File: src/rtl/fetch_pkg.sv
// Shared types and constants for the instruction-fetch stage.
package fetch_pkg;

  typedef logic [31:0] regval_t;

  localparam int unsigned WORD_BYTES = 4;

  // One buffered fetch: the address it came from and the word returned.
  typedef struct packed {
    regval_t pc;
    regval_t word;
  } fetch_entry_t;

  // Fetch addresses are always word aligned; low bits of any incoming PC are dropped.
  function automatic regval_t word_align(input regval_t addr);
    return {addr[31:2], 2'b00};
  endfunction

endpackage

File: src/rtl/fetch_fifo.sv
// Synchronous FIFO of {pc, word} entries with a single-cycle clear.
// DEPTH must be a power of two so the pointers wrap naturally.
module fetch_fifo
  import fetch_pkg::*;
#(
  parameter int unsigned DEPTH = 4
) (
  input  logic                     clock,
  input  logic                     reset,
  input  logic                     clear,
  input  logic                     push,
  input  fetch_entry_t             push_data,
  input  logic                     pop,
  output fetch_entry_t             head,
  output logic [$clog2(DEPTH):0]   count,
  output logic                     empty,
  output logic                     full
);

  localparam int unsigned AW = $clog2(DEPTH);
  localparam logic [AW:0] FULL_COUNT = (AW + 1)'(DEPTH);

  typedef logic [AW-1:0] ptr_t;

  fetch_entry_t mem_q [DEPTH];
  fetch_entry_t mem_d [DEPTH];
  ptr_t         wr_ptr_q, wr_ptr_d;
  ptr_t         rd_ptr_q, rd_ptr_d;
  logic [AW:0]  count_q, count_d;
  logic         do_push, do_pop;

  assign empty = (count_q == '0);
  assign full  = (count_q == FULL_COUNT);
  assign count = count_q;
  assign head  = mem_q[rd_ptr_q];

  // Clear wins over push/pop; a push into a full FIFO is refused.
  assign do_push = push && !full && !clear;
  assign do_pop  = pop && !empty && !clear;

  // Next-state for pointers, occupancy and storage.
  always_comb begin
    wr_ptr_d = wr_ptr_q;
    rd_ptr_d = rd_ptr_q;
    count_d  = count_q;
    mem_d    = mem_q;
    if (clear) begin
      wr_ptr_d = '0;
      rd_ptr_d = '0;
      count_d  = '0;
    end else begin
      if (do_push) begin
        mem_d[wr_ptr_q] = push_data;
        wr_ptr_d        = wr_ptr_q + ptr_t'(1);
      end
      if (do_pop) begin
        rd_ptr_d = rd_ptr_q + ptr_t'(1);
      end
      case ({do_push, do_pop})
        2'b10:   count_d = count_q + (AW + 1)'(1);
        2'b01:   count_d = count_q - (AW + 1)'(1);
        default: count_d = count_q;
      endcase
    end
  end

  // Pointer and occupancy registers.
  always_ff @(posedge clock) begin
    if (reset) begin
      wr_ptr_q <= '0;
      rd_ptr_q <= '0;
      count_q  <= '0;
    end else begin
      wr_ptr_q <= wr_ptr_d;
      rd_ptr_q <= rd_ptr_d;
      count_q  <= count_d;
    end
  end

  // Entry storage; contents are don't-care while the FIFO is empty.
  always_ff @(posedge clock) begin
    mem_q <= mem_d;
  end

  // Overflow is a protocol error of the producer.
  always_ff @(posedge clock) begin
    if (!reset && !clear && push) begin
      assert (!full);
    end
  end

endmodule

File: src/rtl/fetch.sv
// Instruction-fetch stage: issues sequential word reads, tags returning words
// with their PC, buffers them and hands one {pc, instruction} per cycle to decode.
module fetch
  import fetch_pkg::*;
#(
  parameter int unsigned DEPTH    = 4,
  parameter regval_t     RESET_PC = 32'h0
) (
  input  logic        clock,
  input  logic        reset,
  output logic        mem_read,
  output logic [31:0] mem_address,
  input  logic        mem_wait_request,
  input  logic        mem_read_data_valid,
  input  logic [31:0] mem_read_data,
  input  logic        hold,
  input  logic        is_pc_changing,
  input  logic        redirect,
  input  logic [31:0] redirect_pc,
  output logic        is_valid,
  output logic [31:0] pc,
  output logic [31:0] instruction
);

  localparam int unsigned CW = $clog2(DEPTH) + 1;
  localparam logic [CW:0] DEPTH_LIMIT = (CW + 1)'(DEPTH);

  typedef logic [CW-1:0] cnt_t;

  // Architectural state.
  regval_t fetch_pc_q, fetch_pc_d;
  cnt_t    outstanding_q, outstanding_d;
  cnt_t    drop_q, drop_d;
  logic    is_valid_q, is_valid_d;
  regval_t pc_q, pc_d;
  regval_t instruction_q, instruction_d;

  // Data FIFO (returned words with their PCs).
  fetch_entry_t data_in, data_head;
  cnt_t         data_count;
  logic         data_empty, data_full;
  logic         data_push, data_pop;

  // PC-tag queue (one entry per in-flight read that will be kept).
  fetch_entry_t tag_in, tag_head;
  cnt_t         tag_count;
  logic         tag_empty, tag_full;
  logic         tag_push, tag_pop;

  logic       accept;
  logic       keep_word;
  logic [CW:0] in_use;

  // Reads in flight plus words already buffered may never exceed DEPTH,
  // which is what keeps the data FIFO from overflowing.
  assign in_use   = {1'b0, outstanding_q} + {1'b0, data_count};
  assign mem_read = !reset && !redirect && !is_pc_changing && (in_use < DEPTH_LIMIT);
  assign mem_address = fetch_pc_q;
  assign accept   = mem_read && !mem_wait_request;

  // A response is kept only when no stale (pre-redirect) reads remain ahead of it.
  assign keep_word = mem_read_data_valid && (drop_q == '0);

  assign tag_in    = {fetch_pc_q, 32'h0};
  assign tag_push  = accept;
  assign tag_pop   = keep_word;

  assign data_in   = {tag_head.pc, mem_read_data};
  assign data_push = keep_word && !redirect;
  assign data_pop  = !redirect && !hold && !data_empty;

  fetch_fifo #(
    .DEPTH (DEPTH)
  ) u_data_fifo (
    .clock     (clock),
    .reset     (reset),
    .clear     (redirect),
    .push      (data_push),
    .push_data (data_in),
    .pop       (data_pop),
    .head      (data_head),
    .count     (data_count),
    .empty     (data_empty),
    .full      (data_full)
  );

  // Tags of reads outstanding at a redirect are discarded with the clear;
  // those reads are then accounted for by the drop counter instead.
  fetch_fifo #(
    .DEPTH (DEPTH)
  ) u_tag_fifo (
    .clock     (clock),
    .reset     (reset),
    .clear     (redirect),
    .push      (tag_push),
    .push_data (tag_in),
    .pop       (tag_pop),
    .head      (tag_head),
    .count     (tag_count),
    .empty     (tag_empty),
    .full      (tag_full)
  );

  // Fetch PC, outstanding-read and stale-read accounting; redirect overrides.
  always_comb begin
    fetch_pc_d    = fetch_pc_q;
    outstanding_d = outstanding_q;
    drop_d        = drop_q;

    if (accept) begin
      fetch_pc_d = fetch_pc_q + regval_t'(WORD_BYTES);
    end

    if (accept && !mem_read_data_valid) begin
      outstanding_d = outstanding_q + cnt_t'(1);
    end else if (!accept && mem_read_data_valid && (outstanding_q != '0)) begin
      outstanding_d = outstanding_q - cnt_t'(1);
    end

    if (mem_read_data_valid && (drop_q != '0)) begin
      drop_d = drop_q - cnt_t'(1);
    end

    // Every read still in flight after this cycle belongs to the old path.
    if (redirect) begin
      fetch_pc_d = word_align(redirect_pc);
      drop_d     = outstanding_d;
    end
  end

  // Decode-facing output registers: load the FIFO head unless held.
  always_comb begin
    is_valid_d    = is_valid_q;
    pc_d          = pc_q;
    instruction_d = instruction_q;
    if (redirect) begin
      is_valid_d = 1'b0;
    end else if (!hold) begin
      is_valid_d = !data_empty;
      if (!data_empty) begin
        pc_d          = data_head.pc;
        instruction_d = data_head.word;
      end
    end
  end

  // State registers with synchronous reset.
  always_ff @(posedge clock) begin
    if (reset) begin
      fetch_pc_q    <= RESET_PC;
      outstanding_q <= '0;
      drop_q        <= '0;
      is_valid_q    <= 1'b0;
      pc_q          <= '0;
      instruction_q <= '0;
    end else begin
      fetch_pc_q    <= fetch_pc_d;
      outstanding_q <= outstanding_d;
      drop_q        <= drop_d;
      is_valid_q    <= is_valid_d;
      pc_q          <= pc_d;
      instruction_q <= instruction_d;
    end
  end

  assign is_valid    = is_valid_q;
  assign pc          = pc_q;
  assign instruction = instruction_q;

  // Flags and the tied-off word lane of the tag queue are only needed by the checks below.
  logic unused_status;
  assign unused_status = ^{tag_head.word, tag_full, data_full, tag_count};

  // Bookkeeping invariants of the memory protocol.
  always_ff @(posedge clock) begin
    if (!reset) begin
      assert (!(mem_read_data_valid && (outstanding_q == '0)));
      assert (!(keep_word && tag_empty));
      assert (!(accept && tag_full));
      assert (!(data_push && data_full));
      assert (({1'b0, tag_count} + {1'b0, drop_q}) == {1'b0, outstanding_q});
    end
  end

endmodule
File: config.mk
export PLATFORM = sky130hd
export DESIGN_NAME = fetch
export DESIGN_NICKNAME = d
export VERILOG_FILES = /design/src/rtl/fetch_pkg.sv /design/src/rtl/fetch_fifo.sv /design/src/rtl/fetch.sv
export SDC_FILE = /design/constraint.sdc
export NUM_CORES = 1
export LEC_CHECK = 0
export ABC_CLOCK_PERIOD_IN_PS = 3710
export CAP_MARGIN = 20
export CELL_PAD_IN_SITES_DETAIL_PLACEMENT = 1
export CELL_PAD_IN_SITES_GLOBAL_PLACEMENT = 1
export CORE_UTILIZATION = 35
export CTS_CLUSTER_SIZE = 30
export DETAILED_ROUTE_END_ITERATION = 6
export HOLD_SLACK_MARGIN = 0.02
export PLACE_DENSITY_LB_ADDON = 0.1
export RECOVER_POWER = 25
export SYNTH_ARGS = -nofsm -noshare
export SYNTH_HDL_FRONTEND = slang
export SYNTH_SLANG_ARGS = --single-unit
File: constraint.sdc
create_clock -name clock -period 3.71 [get_ports clock]
set_input_delay 0.371 -clock clock [delete_from_list [all_inputs] [get_ports clock]]
set_output_delay 0.371 -clock clock [all_outputs]
set_load 0.02 [all_outputs]
==> results of run 1 <==
## routing by layer
metal | vias to the layer above | global-route usage, % | part of all wire, %
met1 | 5224 | 21.7 | 46
met4 | 0 | 4.55 | 2.0
met2 | 194 | 26.8 | 48
met3 | 55 | 3.03 | 3.7
li1 | 4681 | - | -
met5 | - | 0 | 0
## cells by family (layout without fill, tap and decap cells)
group	after synthesis	after routing	share of synthesized area [%]
compound gates	141	141	4.44
xor+xnor	21	21	1.00
fa+ha+maj	20	20	1.45
buf+inv	89	314	1.98
flops	481	481	72.6
mux	99	99	11.7
other cells	1	4	0.0204
simple gates	276	276	6.83
## worst max-delay path by stage
stage,start,end,cells past startpoint
after floorplan,mem_read_data_valid,u_data_fifo.mem_q[0]$_DFFE_PP_,4
after global placement,is_pc_changing,u_tag_fifo.count[2]$_SDFFE_PP0P_,11
after detailed placement,is_pc_changing,u_tag_fifo.count[2]$_SDFFE_PP0P_,11
after CTS,u_data_fifo.count[2]$_SDFFE_PP0P_,mem_read,5
after global routing,u_data_fifo.count[2]$_SDFFE_PP0P_,u_tag_fifo.count[2]$_SDFFE_PP0P_,11
final,u_data_fifo.count[2]$_SDFFE_PP0P_,mem_read,5
## metrics by stage
step	area, um^2	hold WS (ps)	instances	setup slack (ps)	total power [mW]
final	22600	327	2036	579	11.9
after detailed placement	20900	449	1938	355	7.10
after global routing	22600	348	2036	435	12.4
after floorplan	18400	470	1131	589	6.71
after global placement	20900	441	1938	415	7.07
after CTS	22600	284	2036	502	12.1
## worst register-to-register path, delay by kind of cell, from the launching register on
family	cells	cell delay (ps)
simple gates	3	1320
fa+ha+maj	3	660
compound gates	2	420
flops	1	420
buf+inv	2	150
xor+xnor	1	80
## state kept, by name, summed over array words and instances, names as in the netlist, 3 cells and up
signal,count
drop_q,3
instruction,32
mem_address,30
outstanding_q,3
pc,30
u_data_fifo.count,3
u_data_fifo.mem_q,248
u_tag_fifo.count,3
u_tag_fifo.mem_q,120
## cells in the final DEF, fill, tap and decap left out, types with 4 or more instances in the layout
cell type | netlist | layout
edfxtp_1 | 368 | 368
o211ai_1 | 6 | 6
and4_1 | 6 | 6
nand3_1 | 15 | 15
nor3_1 | 6 | 6
dfxtp_1 | 113 | 109
and3_1 | 5 | 5
clkbuf_8 | 0 | 6
mux4_2 | 92 | 92
clkdlybuf4s50_1 | 0 | 129
o21ai_0 | 8 | 8
a211oi_1 | 6 | 6
clkinv_2 | 0 | 12
xor2_1 | 12 | 12
or3_1 | 9 | 8
nor2_1 | 40 | 40
clkbuf_1 | 41 | 18
buf_4 | 4 | 20
conb_1 | 1 | 4
mux2i_1 | 5 | 5
a31oi_1 | 9 | 9
nand2_1 | 160 | 160
nand4_1 | 9 | 9
a21oi_1 | 85 | 85
inv_1 | 25 | 24
ha_1 | 18 | 18
xnor2_1 | 9 | 9
o21ai_1 | 11 | 11
buf_12 | 0 | 10
and2_1 | 12 | 8
dlygate4sd3_1 | 0 | 32
and2_4 | 0 | 4
clkbuf_16 | 0 | 53
## power by group
part           switching, mW  total, mW  leakage [nW]  internal [mW]
logic                  0.465      0.845          2.01          0.380
clock network           2.08       4.97         0.811           2.89
registers              0.122       6.11          4.27           5.99
## layout make-up
cell class / instances / area [um^2] / area share, %
sequential: 481 / 13300 / 59.0
multi-input combinational: 561 / 4700 / 20.8
timing repair buffer: 191 / 1960 / 8.69
clock buffer: 77 / 1480 / 6.54
tap: 680 / 851 / 3.77
clock inverter: 21 / 165 / 0.732
inverter: 25 / 93.8 / 0.416
==> results_dict.tcl, run 1 <==
set metrics [dict create \
    cp_slowest_stage_delay_ps 620 \
    core_um2 51500 \
    postCtsSetupBuffers 0 \
    crit_chain "ha_1, or4_4, or2_2, nor2_1, clkdlybuf4s50_1" \
    drtIter0Drc 543 \
    arrival_ps 2760 \
    reg2reg_slack_ps 600 \
    utilization_pct 43.8 \
    cts_tree "yes" \
    timing.slew.headroom_pct 38.8 \
    avgSynthCellArea_um2 16.3 \
    dp_hpwl_mm 25.1 \
    first_pass_iters 4 \
    p_leak_nw 7.09 \
    synthTopCellsByArea "edfxtp_1, dfxtp_1, mux4_2" \
    route.antenna.remaining_nets 0 \
    period_needed_ps 3130 \
    timing.final.crit_share_pct 84.4 \
    area_growth_pct 23.0 \
    h-tree-depth 2 \
    ys_ff_latch 481 \
    reg2reg_to "u_tag_fifo.count[2]$_SDFFE_PP0P_" \
    min_from "redirect_pc[24]" \
    worst_pin_slew_ps 914 \
    cts.repair.resized 0 \
    cpMaxStageDelayCell "clkdlybuf4s50_1" \
    die_width_um 231 \
    syn_area_um2 18300 \
    clock_sink_count 481 \
    portBuffers 162 \
    cts_buffer_depth 3 \
    antenna_found_initial 0 \
    antenna_cells 0 \
    yosysWarningCount 0 \
    start_util_pct 35.6 \
    grt_max_degree 65 \
    setup_viol 0 \
    p_per_area_nw_per_um2 529 \
    yosys.cell_count.top_type "edfxtp_1" \
    avgViaCountPerCell 4.99 \
    crit_family "simple AND/OR/NAND/NOR gates" \
    die_h_um 231 \
    async_flop_share_pct 0 \
    syn_inst 1128 \
    vias 10200 \
    drc 0 \
    synth_edf_count 368 \
    synth_cell_type_count 54 \
    clk_latency_ps 590 \
    clkSlewWorstSetupHoldPaths_ps 60 \
    whs_endpoint "mem_address[24]$_SDFFE_PP0P_" \
    fin_nets 1403 \
    grt_overflow 0 \
    drive_above_1_share_pct 15.9 \
    grt_pass1_vias 11000 \
    seq_area_frac_synth_pct 72.6 \
    place.gp.congestion 0.714 \
    clock.fmax_mhz 319 \
    rows 83 \
    die_area_um2 53300 \
    root_buffer "clkbuf_16" \
    grt_first_pass_wirelength_mm 65.5 \
    nFillCells 5073 \
    endpoint_kind "output port" \
    crit_buf_inv 1 \
    wirelength_mm 42.3 \
    peakVddDrop_uv 295 \
    setup_tns_ps 0 \
    rr_worst_depth 11 \
    final-hold-violation-count 0 \
    status "finished, final reports clean" \
    yosys.area.top_type_share_pct 60.3 \
    cts_made_buffers 52 \
    cp.required_ps 3340 \
    drt-wirelength-per-cell_um 20.8 \
    holdBufCountCts 0 \
    grt.total_usage_pct 16.2 \
    r2r_start "u_data_fifo.count[2]$_SDFFE_PP0P_" \
    clock_skew_ps 25.9 \
    synth_common_cells "edfxtp_1, nand2_1, dfxtp_1" \
    final_max_slew_viol_count 0 \
    rsz0062_at_grt "false" \
    maxCapViolations 0 \
    synthFlopType "edfxtp_1" \
    path_class "register to output port" \
    io_pins 169 \
    path_max_fanout 5 \
    hold_depth 3 \
    holdCritPathClass "input port to register" \
    synth_area_leader_cell "edfxtp_1" \
    critPathLaunchType "register" \
]
No activity file was read; power rests on OpenSTA's default activity.
==> inputs of run 2 (changes only) <==
- ABC_CLOCK_PERIOD_IN_PS: 3710 -> 2700
- clock period: 3.71 -> 2.7 ns (I/O delays scaled with it)
==> results_dict.tcl, run 2 (synthesized netlist as in run 1, its figures left out) <==
set metrics [dict create \
    first_pass_iters 4 \
    avgViaCountPerCell 4.95 \
    period_needed_ps 2640 \
    drtIter0Drc 417 \
    drc 0 \
    io_pins 169 \
    portBuffers 162 \
    fin_nets 1458 \
    drive_above_1_share_pct 19.0 \
    mostFrequentLayoutCells "edfxtp_1, nand2_1, clkdlybuf4s50_1" \
    cts_made_buffers 52 \
    h-tree-depth 2 \
    final_max_slew_viol_count 0 \
    place.gp.congestion 0.721 \
    start_util_pct 35.6 \
    timing.final.crit_share_pct 97.8 \
    clk_latency_ps 570 \
    path_max_fanout 2 \
    route.antenna.remaining_nets 0 \
    status "finished, final reports clean" \
    largest_reg_flops 248 \
    peakVddDrop_uv 426 \
    cp_slowest_stage_delay_ps 500 \
    cts_buffer_depth 3 \
    holdCritPathClass "input port to register" \
    clock_sink_count 481 \
    layout_commonest_cell "edfxtp_1" \
    rsz0062_at_grt "true" \
    clock.fmax_mhz 379 \
    cp.required_ps 3200 \
    setup_viol 0 \
    antenna_found_initial 0 \
    dp_hpwl_mm 27.3 \
    p_leak_nw 7.37 \
    antenna_cells 0 \
    worstSetupStartpoint "outstanding_q[2]$_SDFF_PP0_" \
    die_width_um 231 \
    timing.slew.headroom_pct 43.4 \
    hold_depth 3 \
    cpMaxStageDelayCell "or4_4" \
    endpoint_kind "register" \
    grt_max_degree 65 \
    clkSlewWorstSetupHoldPaths_ps 60 \
    grt_pass1_vias 11300 \
    cts_tree "yes" \
    area_growth_pct 26.3 \
    arrival_ps 3140 \
    crit_chain "ha_4, or4_4, or4_4, a31oi_4, inv_2, ha_4, inv_2, fa_2, xor2_1, or3_1, a21oi_1" \
    reg2reg_slack_ps 60 \
    core_um2 51500 \
    grt_overflow 0 \
    path_class "register to register" \
    root_buffer "clkbuf_16" \
    clock_skew_ps 13.8 \
    vias 10300 \
    timing.final.ws_setup_ps 59.6 \
    die_h_um 231 \
    worst_pin_slew_ps 849 \
    cp-endpoint "u_tag_fifo.count[2]$_SDFFE_PP0P_" \
    rows 83 \
    pre_cts_ws_ps -313 \
    reg2reg_to "u_tag_fifo.count[2]$_SDFFE_PP0P_" \
    die_area_um2 53300 \
    drt-wirelength-per-cell_um 20.5 \
    r2r_start "outstanding_q[2]$_SDFF_PP0_" \
    final-hold-violation-count 0 \
    wirelength_mm 42.9 \
    critPathLaunchType "register" \
    p_per_area_nw_per_um2 721 \
    maxCapViolations 0 \
    grt.total_usage_pct 16.5 \
    power_mw 16.7 \
    rr_worst_depth 11 \
    largest-register "u_data_fifo.mem_q" \
    grt_first_pass_wirelength_mm 67.1 \
]
==> run 2: cell types whose count changed in the layout (fill, tap and decap cells not counted), moves of 3 or more <==
cell / change
clkinv_1: +8
buf_12: +14
bufinv_16: +4
and2_2: +4
clkbuf_1: +8
buf_4: +23
and2_1: -4
ha_1: -3
clkbuf_8: -4
==> run 2: where the power goes <==
group | switching (mW) | leakage (nW) | total [mW] | internal (mW)
clock network | 2.85 | 0.830 | 7.04 | 4.20
logic | 0.706 | 2.27 | 1.30 | 0.590
registers | 0.124 | 4.27 | 8.36 | 8.24
==> run 2: worst max-delay path: cells and delay by family, from the launching register on <==
family,cells,cell delay (ps)
xor gates and xnor gates,1,70
adders and majority gates,3,490
AOI/OAI and AO/OA,2,300
DFF,1,340
buffers and inverters,2,110
and+or+nand+nor,3,1270
==> run 2: timing repair <==
item	4_1_cts	5_1_grt
pin swaps	2	3
setup endpoints to repair	3	2
setup buffers	1	2
resized for setup	6	6
hold buffers	0	0
==> run 2: routing by layer <==
layer | vias up | track usage (%) | wire length (um)
li1 | 4793 | - | -
met1 | 5303 | 22.0 | 19500
met2 | 187 | 27.9 | 21200
met3 | 58 | 2.51 | 1420
met4 | 0 | 4.53 | 760
met5 | - | 0 | 0
==> run 2: layout make-up <==
type,count,area [um^2]
clock buffers,63,1380
clock inverters,32,302
fillers,5084,28300
inverters,25,93.8
multi-input cells,561,4740
flip-flops and latches,481,13300
well taps,680,851
repair buffers,246,2480
==> run 2: worst min path at each step <==
stage                                            start                        endpoint  slack (ps)
after detailed placement  instruction[19]$_SDFFE_PP0P_    instruction[19]$_SDFFE_PP0P_         450
after floorplan                       mem_read_data[0]  u_data_fifo.mem_q[0]$_DFFE_PP_         370
after CTS                                        reset     mem_address[2]$_SDFFE_PP0P_         200
final                                            reset     mem_address[2]$_SDFFE_PP0P_         230
after global routing                             reset     mem_address[2]$_SDFFE_PP0P_         220
after global placement     instruction[2]$_SDFFE_PP0P_     instruction[2]$_SDFFE_PP0P_         440
==> run 2: through the flow <==
step	setup TNS [ps]	instances	hold WS (ps)	instance area, um^2	utilization [%]
2_1_floorplan	-349	1131	369	18400	-
3_3_place_gp	-7250	1990	442	21500	41.7
3_5_place_dp	-8430	1990	452	21500	41.7
4_1_cts	0	2086	202	23200	45.0
5_1_grt	-128	2088	223	23200	45.0
6_report	0	2088	234	23200	45.0
==> inputs of run 3 (changes only) <==
- CTS_BUF_LIST: default -> sky130_fd_sc_hd__clkbuf_8
==> results_dict.tcl, run 3 (synthesized netlist as in run 1, its figures left out) <==
set metrics [dict create \
    status "finished, final reports clean" \
    core_um2 51500 \
    pre_cts_ws_ps -313 \
    fin_cells 2149 \
    clock_sink_count 481 \
    clock.fmax_mhz 375 \
    h-tree-depth 3 \
    largest-register "u_data_fifo.mem_q" \
    cts_tree "yes" \
    die_area_um2 53300 \
    holdCritPathClass "input port to register" \
    final-hold-violation-count 0 \
    area_growth_pct 25.9 \
    clkSlewWorstSetupHoldPaths_ps 60 \
    route.antenna.remaining_nets 0 \
    final_max_slew_viol_count 0 \
    cts_made_buffers 84 \
    grt_pass1_vias 11600 \
    first_pass_iters 4 \
    portBuffers 162 \
    grt-busiest-layer "met2" \
    cpMaxStageDelayCell "or4_4" \
    crit_buf_inv 2 \
    rsz0062_at_grt "true" \
    path_max_fanout 2 \
    grt_overflow 0 \
    crit_family "simple AND/OR/NAND/NOR gates" \
    start_util_pct 35.6 \
    grt_first_pass_wirelength_mm 67.7 \
    drtIter0Drc 440 \
    grt_max_degree 65 \
    whs_endpoint "outstanding_q[0]$_SDFF_PP0_" \
    p_per_area_nw_per_um2 692 \
    crit_chain "ha_4, or4_4, or4_4, a31oi_4, inv_2, ha_4, inv_2, fa_2, xor2_1, or3_1, a21oi_1" \
    root_buffer "clkbuf_8" \
    p_leak_nw 7.46 \
    rr_worst_depth 11 \
    largest_reg_flops 248 \
    utilization_pct 44.8 \
    fin_nets 1490 \
    io_pins 169 \
    clk_latency_ps 630 \
    place.gp.congestion 0.721 \
    cp_slowest_stage_delay_ps 510 \
    rows 83 \
    dp_hpwl_mm 27.3 \
    timing.slew.headroom_pct 43.5 \
    worst_pin_slew_ps 848 \
    grtUsageMet2_pct 27.9 \
    setup_viol 0 \
    use_met3_pct 2.94 \
    timing.final.crit_share_pct 98.8 \
    drt-wirelength-per-cell_um 20.2 \
    critPathLaunchType "register" \
    dp_cells 1990 \
    r2r_start "outstanding_q[2]$_SDFF_PP0_" \
    min_from "reset" \
    vias 10500 \
    path_class "register to register" \
    cts_buffer_depth 3 \
    mostFrequentLayoutCells "edfxtp_1, nand2_1, clkdlybuf4s50_1" \
    period_needed_ps 2670 \
    antenna_cells 0 \
    die_width_um 231 \
    drive_above_1_share_pct 20.2 \
    die_h_um 231 \
    antenna_found_initial 0 \
    reg2reg_to "u_tag_fifo.count[2]$_SDFFE_PP0P_" \
    peakVddDrop_uv 311 \
    layout_commonest_cell "edfxtp_1" \
    cp.required_ps 3250 \
    endpoint_kind "register" \
    timing.final.ws_setup_ps 32.3 \
    clock_skew_ps 15.0 \
    wirelength_mm 43.4 \
    grt.total_usage_pct 16.8 \
    holdBufCountCts 0 \
    gr-usage-met1_pct 21.9 \
    avgViaCountPerCell 4.89 \
    arrival_ps 3220 \
    hold_depth 3 \
    drc 0 \
    maxCapViolations 0 \
    reg2reg_slack_ps 30 \
    cp.depth 11 \
]
## run 3: changes by cell type in the layout (fill, tap and decap cells not counted), moves of 2 or more
cell / delta
clkbuf_8: +89
clkbuf_16: -53
buf_6: +2
clkinv_1: +6
clkinvlp_4: +4
inv_1: +32
clkbuf_1: -8
bufinv_16: -3
clkinv_2: -7
## run 3: layout make-up
cell class | instances | area [um^2]
clock inverter | 65 | 358
sequential | 481 | 13300
timing repair buffer | 246 | 2490
inverter | 25 | 93.8
clock buffer | 91 | 1250
tap | 680 | 851
fill | 5158 | 28400
multi-input combinational | 561 | 4730
## run 3: worst register-to-register path, delay by kind of cell (launching register included)
family / cells / cell delay, ps
xor gates and xnor gates: 1 / 70
buffers and inverters: 2 / 110
DFF: 1 / 340
AOI/OAI and AO/OA: 2 / 300
and+or+nand+nor: 3 / 1280
adders and majority gates: 3 / 490
## run 3: timing repair
item	in CTS	in global routing
setup buffers	1	2
setup endpoints to repair	3	2
gates resized for setup	9	5
gates cloned	0	0
pin swaps	3	3
## run 3: where the power goes
part           internal [mW]  total, mW  switching [mW]
registers               8.24       8.36           0.125
logic                  0.594       1.30           0.708
clock network           3.40       6.33            2.93
total                   12.2       16.0            3.76
## run 3: worst max path at each step
stage / startpoint / slack, ps / endpoint
4_1_cts: outstanding_q[1]$_SDFF_PP0_ / 5 / u_tag_fifo.count[2]$_SDFFE_PP0P_
5_1_grt: outstanding_q[2]$_SDFF_PP0_ / -100 / u_tag_fifo.count[2]$_SDFFE_PP0P_
3_3_place_gp: is_pc_changing / -260 / u_tag_fifo.count[2]$_SDFFE_PP0P_
6_report: outstanding_q[2]$_SDFF_PP0_ / 30 / u_tag_fifo.count[2]$_SDFFE_PP0P_
2_1_floorplan: outstanding_q[2]$_SDFF_PP0_ / -200 / u_tag_fifo.count[2]$_SDFFE_PP0P_
3_5_place_dp: is_pc_changing / -310 / u_tag_fifo.count[2]$_SDFFE_PP0P_
## run 3: per-layer routing
metal	vias to the layer above	wire length [um]
met5	-	0
met4	0	901
met3	69	1640
met2	227	21200
met1	5353	19600
li1	4866	-
## run 3: per-stage QoR
stage / power, mW / hold WS, ps / setup TNS (ps) / area [um^2]
global placement: 9.83 / 442 / -7250 / 21500
global route: 16.7 / 141 / -168 / 23100
detailed placement: 9.85 / 452 / -8430 / 21500
finish: 16.0 / 169 / 0 / 23100
CTS: 16.3 / 96.1 / 0 / 23100
floorplan: 9.22 / 369 / -349 / 18400
